===== src/rtl/tp4_pkg.sv =====
// Shared constants and dump FSM encodings for the TP4 register file.
package tp4_pkg;

   localparam int DATA_W = 32;
   localparam int ADDR_W = 5;

   typedef enum logic [1:0] {
      IDLE = 2'd0,
      SEND = 2'd1,
      DONE = 2'd2
   } dump_state_e;

endpackage


===== src/rtl/regfile_dump_ctrl.sv =====
// Dump sequencer: walks idx 0..NREG-1 under a valid/ready handshake, then pulses done.
module regfile_dump_ctrl
   import tp4_pkg::*;
#(
   parameter int ADDR_W_P = ADDR_W
) (
   input  logic                clk,
   input  logic                rst_n,
   input  logic                start_i,
   input  logic                ready_i,
   output logic                valid_o,
   output logic                busy_o,
   output logic                done_o,
   output logic [ADDR_W_P-1:0] idx_o,
   output dump_state_e         state_o
);

   // Handshake: a word transfers on any rising edge where valid_o && ready_i;
   // valid_o never drops while a word is pending, and idx_o holds until it transfers.
   dump_state_e         state_q;
   logic [ADDR_W_P-1:0] idx_q;
   logic                valid_q;
   logic                busy_q;
   logic                done_q;

   always_ff @(posedge clk or negedge rst_n) begin
      if (!rst_n) begin
         state_q <= IDLE;
         idx_q   <= '0;
         valid_q <= 1'b0;
         busy_q  <= 1'b0;
         done_q  <= 1'b0;
      end else begin
         case (state_q)
            IDLE: begin
               done_q <= 1'b0;
               if (start_i) begin
                  state_q <= SEND;
                  idx_q   <= '0;
                  valid_q <= 1'b1;
                  busy_q  <= 1'b1;
               end
            end
            SEND: begin
               if (ready_i) begin
                  // The last index never increments, so idx stays at NREG-1 through DONE.
                  if (idx_q == '1) begin
                     state_q <= DONE;
                     valid_q <= 1'b0;
                     busy_q  <= 1'b0;
                     done_q  <= 1'b1;
                  end else begin
                     idx_q <= idx_q + 1'b1;
                  end
               end
            end
            DONE: begin
               state_q <= IDLE;
               done_q  <= 1'b0;
            end
            default: begin
               state_q <= IDLE;
               valid_q <= 1'b0;
               busy_q  <= 1'b0;
               done_q  <= 1'b0;
            end
         endcase
      end
   end

   assign valid_o = valid_q;
   assign busy_o  = busy_q;
   assign done_o  = done_q;
   assign idx_o   = idx_q;
   assign state_o = state_q;

endmodule


===== src/rtl/register_file.sv =====
// 32-entry MIPS register file: write-back port, two bypassed read ports, debug dump port.
module register_file
   import tp4_pkg::*;
#(
   parameter int DATA_W_P = DATA_W,
   parameter int ADDR_W_P = ADDR_W
) (
   input  logic                clk,
   input  logic                rst,
   input  logic                inRegF_wr,
   input  logic [ADDR_W_P-1:0] inRegF_wa,
   input  logic [DATA_W_P-1:0] inRegF_wd,
   input  logic [ADDR_W_P-1:0] inRs_addr,
   input  logic [ADDR_W_P-1:0] inRt_addr,
   output logic [DATA_W_P-1:0] outRs_data,
   output logic [DATA_W_P-1:0] outRt_data,
   input  logic                inDump_start,
   output logic                outDump_valid,
   input  logic                inDump_ready,
   output logic [ADDR_W_P-1:0] outDump_idx,
   output logic [DATA_W_P-1:0] outDump_data,
   output logic                outDump_busy,
   output logic                outDump_done
);

   localparam int NREG = 2 ** ADDR_W_P;

   logic [DATA_W_P-1:0] regs_q [NREG];
   dump_state_e         dump_state;

   always_ff @(posedge clk or negedge rst) begin
      if (!rst) begin
         for (int i = 0; i < NREG; i++) begin
            regs_q[i] <= '0;
         end
      end else if (inRegF_wr && (inRegF_wa != '0)) begin
         regs_q[inRegF_wa] <= inRegF_wd;
      end
   end

   // r0 is hardwired to zero; otherwise a same-cycle write wins over stored data.
   function automatic logic [DATA_W_P-1:0] read_port(input logic [ADDR_W_P-1:0] addr);
      logic [DATA_W_P-1:0] data;
      data = '0;
      if (addr == '0) begin
         data = '0;
      end else if (inRegF_wr && (inRegF_wa == addr)) begin
         data = inRegF_wd;
      end else begin
         data = regs_q[addr];
      end
      return data;
   endfunction

   always_comb begin
      outRs_data   = read_port(inRs_addr);
      outRt_data   = read_port(inRt_addr);
      outDump_data = '0;
      if (dump_state == SEND) begin
         outDump_data = read_port(outDump_idx);
      end
   end

   regfile_dump_ctrl #(
      .ADDR_W_P (ADDR_W_P)
   ) u_dump_ctrl (
      .clk     (clk),
      .rst_n   (rst),
      .start_i (inDump_start),
      .ready_i (inDump_ready),
      .valid_o (outDump_valid),
      .busy_o  (outDump_busy),
      .done_o  (outDump_done),
      .idx_o   (outDump_idx),
      .state_o (dump_state)
   );

endmodule


===== config.mk =====
export PLATFORM = sky130hd
export DESIGN_NAME = register_file
export DESIGN_NICKNAME = d
export VERILOG_FILES = /design/src/rtl/tp4_pkg.sv /design/src/rtl/regfile_dump_ctrl.sv /design/src/rtl/register_file.sv
export SDC_FILE = /design/constraint.sdc
export NUM_CORES = 2
export LEC_CHECK = 0
export CAP_MARGIN = 20
export CORE_ASPECT_RATIO = 1.75
export CORE_MARGIN = 4
export CORE_UTILIZATION = 50
export DETAILED_ROUTE_END_ITERATION = 8
export PLACE_DENSITY_LB_ADDON = 0.3
export SETUP_SLACK_MARGIN = 0.02
export SLEW_MARGIN = 20
export SYNTH_ARGS = -nofsm -noshare
export SYNTH_HDL_FRONTEND = slang
export SYNTH_HIERARCHICAL = 1
export SYNTH_SLANG_ARGS = --single-unit

===== constraint.sdc =====
create_clock -name clk -period 3.4 [get_ports clk]
set_clock_uncertainty 0.15 [all_clocks]
set_input_delay 0.68 -clock clk [delete_from_list [all_inputs] [get_ports clk]]
set_output_delay 0.68 -clock clk [all_outputs]
set_load 0.01 [all_outputs]

==> results.txt <==
----------------------------------------------------
[Run status]
  Run status ... finished with violations
  Violations in the final reports ... negative setup slack

[Pwr]
  Comb pwr share ... 43.4%
  Switching part of the total ... 35.9%
  Max IR drop VDD ... 0.000503 V
  Reg power frac ... 32.8%
  Portion of total power attributed to the clock network ... 23.8%
  Reported leakage power ... 36.7 nW
  Internal power ... approximately 34 mW
  Overall power of the completed layout ... ~52 mW
  Total power density per cell area ... 616 nW/um2
  Net switching component of the power ... 18.8 mW

[Route]
  Via count ... ~55k
  Number of detailed-routing iterations run before antenna repair ... 8
  DRC violation count after routing ... 0
  Initial DRC count ... 8151
  Average via count per standard cell ... 7.52
  Routed WL per cell ... 38.9 um
  Final routed wirelength across all metal layers ... 284000 um
  Number of antenna-violating nets in the routed design ... 0

[Place]
  Pre-CTS setup slack ... -1.00 ns
  Gp weighted congestion ... 0.994
  Detailed placer's ending HPWL ... 178000 um
  Placed cells ... 6767
  Placement-stage cell area ... 73800 um2
  Count of buffers from port buffering ... 155

[STA]
  Worst hold slack ... 0.274 ns
  Fmax ... 236 MHz
  Min cycle time layout ... between 4 and 5 ns
  Rel. slew slack ... 34.3%
  Hold Violations, Final ... 0
  Final setup TNS ... -32.20 ns
  Fin crit share ... 125%
  RSZ-0062 raised after global routing ... yes
  Fin worst setup slack ... -0.846 ns
  Worst slew pin tran ... 0.983 ns
  Setup Viol. Count Final ... 95
  Max-slew violations ... 0

[Setup path]
  Critical path required time ... 2.57 ns
  Maximum net fanout on the critical path ... 7
  R2R setup slack ... approximately 0.61 ns
  CP Class ... register to primary output
  Delay of the slowest cell on the worst path ... about 0.50 ns
  Worst Setup Start Kind ... register
  Buffer and inverter count on the worst path ... 6
  Cell with the largest stage delay on the worst path ... dfrtp_4
  CP top delay family ... buffers and inverters
  CP Capture Type ... primary output
  Ordered list of cells on the worst path ... buf_6 > buf_16 > buf_12 > bufbuf_16 > buf_4 > mux2i_1 > o221ai_2 > o22ai_2 > nor3_2 > a211o_1 > buf_2
  Worst endpoint data arrival time ... roughly 3.4 ns

[GRT]
  GRT Util Overall ... between 40 and 50%
  Global-route wire length before repair ... slightly below 400000 um
  Number of antenna violations at the first check in global routing ... 11
  Global-route congestion overflow total ... 0
  Maximum number of pins on one net before global-route repair ... 87
  Via count of the first global-routing pass ... 55.2k

[Layout]
  Total number of nets in the final design ... approximately 5.6k
  Fraction of final layout cells with drive strength greater than 1 ... 62.2%
  Final core utilization ... between 60 and 70%
  Area overhead of the layout relative to synthesis ... 32.8%
  Post-route cell area ... 85000 um2
  Layout Cells excl Fill ... between 7k and 8k

[CTS]
  Maximum buffer depth of the clock tree ... 3
  Clock tree from TritonCTS ... yes
  Total CTS buffers ... between 100 and 150
  Root Driver ... clkbuf_16
  H-tree lvl count ... 3
  Worst-skew pair later-pin latency ... 0.76 ns
  Sink Count ... 1033
  Clock transition at path regs ... roughly 0.06 ns

[Synth]
  Warnings, synthesis ... 6
  Synth async-reset ratio ... 100%
  Sequential area share after synthesis ... 40.4%
  Post-synth design cell area ... 64000 um2
  Distinct cells, synth ... 68
  Post-synth net total ... 4754
  Dominant synthesized flop cell ... dfrtp_1
  Cells after synthesis ... roughly 4.7k
  #FFs+latches synth ... 1033
  Mapped Avg Cell Area ... 13.6 um2
  Number of enable flip-flop cells after synthesis ... 0

[Die]
  Die X-Extent ... 279 um
  Std-Cell Rows ... 173
  Die height ... 481 um
  Floorplan Core Area ... 127000 um2
  IO Count ... approximately 160
  Effective utilization at floorplan ... 50.4%
  Die area ... 134000 um2

[Run]
  Max Cap Violations ... 0

[Worst hold path]
  Classification of the worst-slack hold path ... register to register

----------------------------------------------------
==> synthesized netlist by cell type, types with 23 or more instances <==
cell / instances / area, um2
buf_2: 107 / 536
nor3_1: 67 / 335
and3_1: 34 / 213
a22oi_1: 56 / 420
o21ai_0: 106 / 531
buf_1: 32 / 120
o211ai_1: 23 / 173
nand2_1: 159 / 597
dfrtp_1: 1033 / 25800
a221oi_1: 50 / 438
buf_4: 36 / 270
clkbuf_1: 362 / 1360
o221ai_1: 48 / 420
a21oi_1: 84 / 420
mux2_2: 1032 / 11600
nor2_1: 74 / 278
mux4_2: 613 / 13800
o22ai_1: 123 / 769
a211oi_1: 50 / 375
a211o_1: 30 / 263
mux2i_1: 294 / 2940
nor2b_1: 27 / 169
==> worst paths after layout <==
| path | startpoint | to | depth (start not counted) |
|---|---|---|---|
| max | u_dump_ctrl/idx_o[0] | outDump_data[13] | 11 |
| min | regs_q[1012] | regs_q[1012] | 0 |
| max reg2reg | u_dump_ctrl/idx_o[0] | u_dump_ctrl/idx_o[3] | 10 |
| min reg2reg | regs_q[1012] | regs_q[1012] | 0 |
| max in group asynchronous | rst | regs_q[869] | 3 |
| min in group asynchronous | rst | regs_q[157] | 2 |
==> registers in the layout (all words and copies together), names as in the netlist <==
| register | count |
|---|---|
| u_dump_ctrl/busy_o | 1 |
| regs_q | 1024 |
| u_dump_ctrl/idx_o | 5 |
| u_dump_ctrl/done_o | 1 |
| u_dump_ctrl/state_o | 2 |
==> worst reg2reg max path, cell delays in order (launching register included) <==
cell      delay [ns]
dfrtp_4         0.50
buf_6           0.15
buf_16          0.16
buf_4           0.16
buf_4           0.14
ha_1            0.21
and3_1          0.19
ha_1            0.26
nand2b_4        0.20
or4_1           0.52
nand3_1         0.10
==> kinds of logic after synthesis <==
kind of cell / synth area share [%]
adder cells (fa/ha/maj): 0.0391
multiplexers: 44.3
AO/OA/AOI/OAI: 7.93
AND/OR/NAND/NOR: 3.30
buffers and inverters: 3.84
XOR/XNOR: 0.205
flip-flops: 40.4
==> area by class of cell <==
class	instances	area, um2
Fill cell	8532	42000
Timing Repair Buffer	1289	14800
Clock buffer	139	2900
Tap cell	1662	2080
Antenna cell	15	37.5
Inverter	12	48.8
Clock inverter	44	663
Multi-Input combinational cell	3106	38600
Sequential cell	1033	25900
==> per-layer routing <==
metal | part of all wire (%) | vias up | track usage (%)
met5 | 0.065 | - | 0
met4 | 11 | 13 | 34.3
met3 | 14 | 1711 | 13.8
met2 | 43 | 4944 | 59.9
met1 | 32 | 27838 | 47.9
li1 | - | 20377 | -
==> cell usage in the layout (no fill, tap or decap), drive strengths merged, types with 10 or more instances in the layout <==
cell type | Yosys | layout
and3 | 34 | 34
xnor2 | 15 | 15
a211oi | 50 | 50
a221oi | 50 | 50
clkbuf | 363 | 154
nor2b | 27 | 27
a2111oi | 22 | 22
o211ai | 24 | 24
a221o | 19 | 19
o22a | 12 | 12
o221ai | 48 | 48
clkinv | 3 | 25
mux2i | 294 | 294
dfrtp | 1033 | 1033
nor3 | 67 | 67
nand2b | 14 | 14
mux2 | 1032 | 1032
nand2 | 159 | 159
nor2 | 74 | 74
mux4 | 613 | 613
bufinv | 0 | 15
o22ai | 123 | 123
diode | 0 | 15
inv | 9 | 13
a21oi | 84 | 84
a211o | 30 | 30
o221a | 10 | 10
clkdlybuf4s50 | 0 | 42
buf | 186 | 1221
nor3b | 12 | 12
o21ai | 108 | 108
a22o | 14 | 14
a22oi | 56 | 56
a31oi | 22 | 22
a2bb2oi | 13 | 13
==> repair_timing <==
action | 4_1_cts | 5_1_grt
buffers inserted | 222 | 128
resized for setup | 1011 | 424
endpoints found under the setup margin | 96 | 96
gates cloned | 25 | 13
pin swaps | 167 | 194
hold buffers | 1 | 0
endpoints found under the hold margin | 34 | 0
==> power groups by stage <==
stage               clock [mW]  combinational [mW]  sequential, mW
finish                    12.5                22.7            17.2
global route              13.0                23.3            17.4
CTS                       12.5                20.7            16.9
detailed placement           0                19.0            17.2
global placement             0                18.8            17.0
floorplan                    0                11.3            16.3
Note: power is estimated with default switching activity, not from simulation.
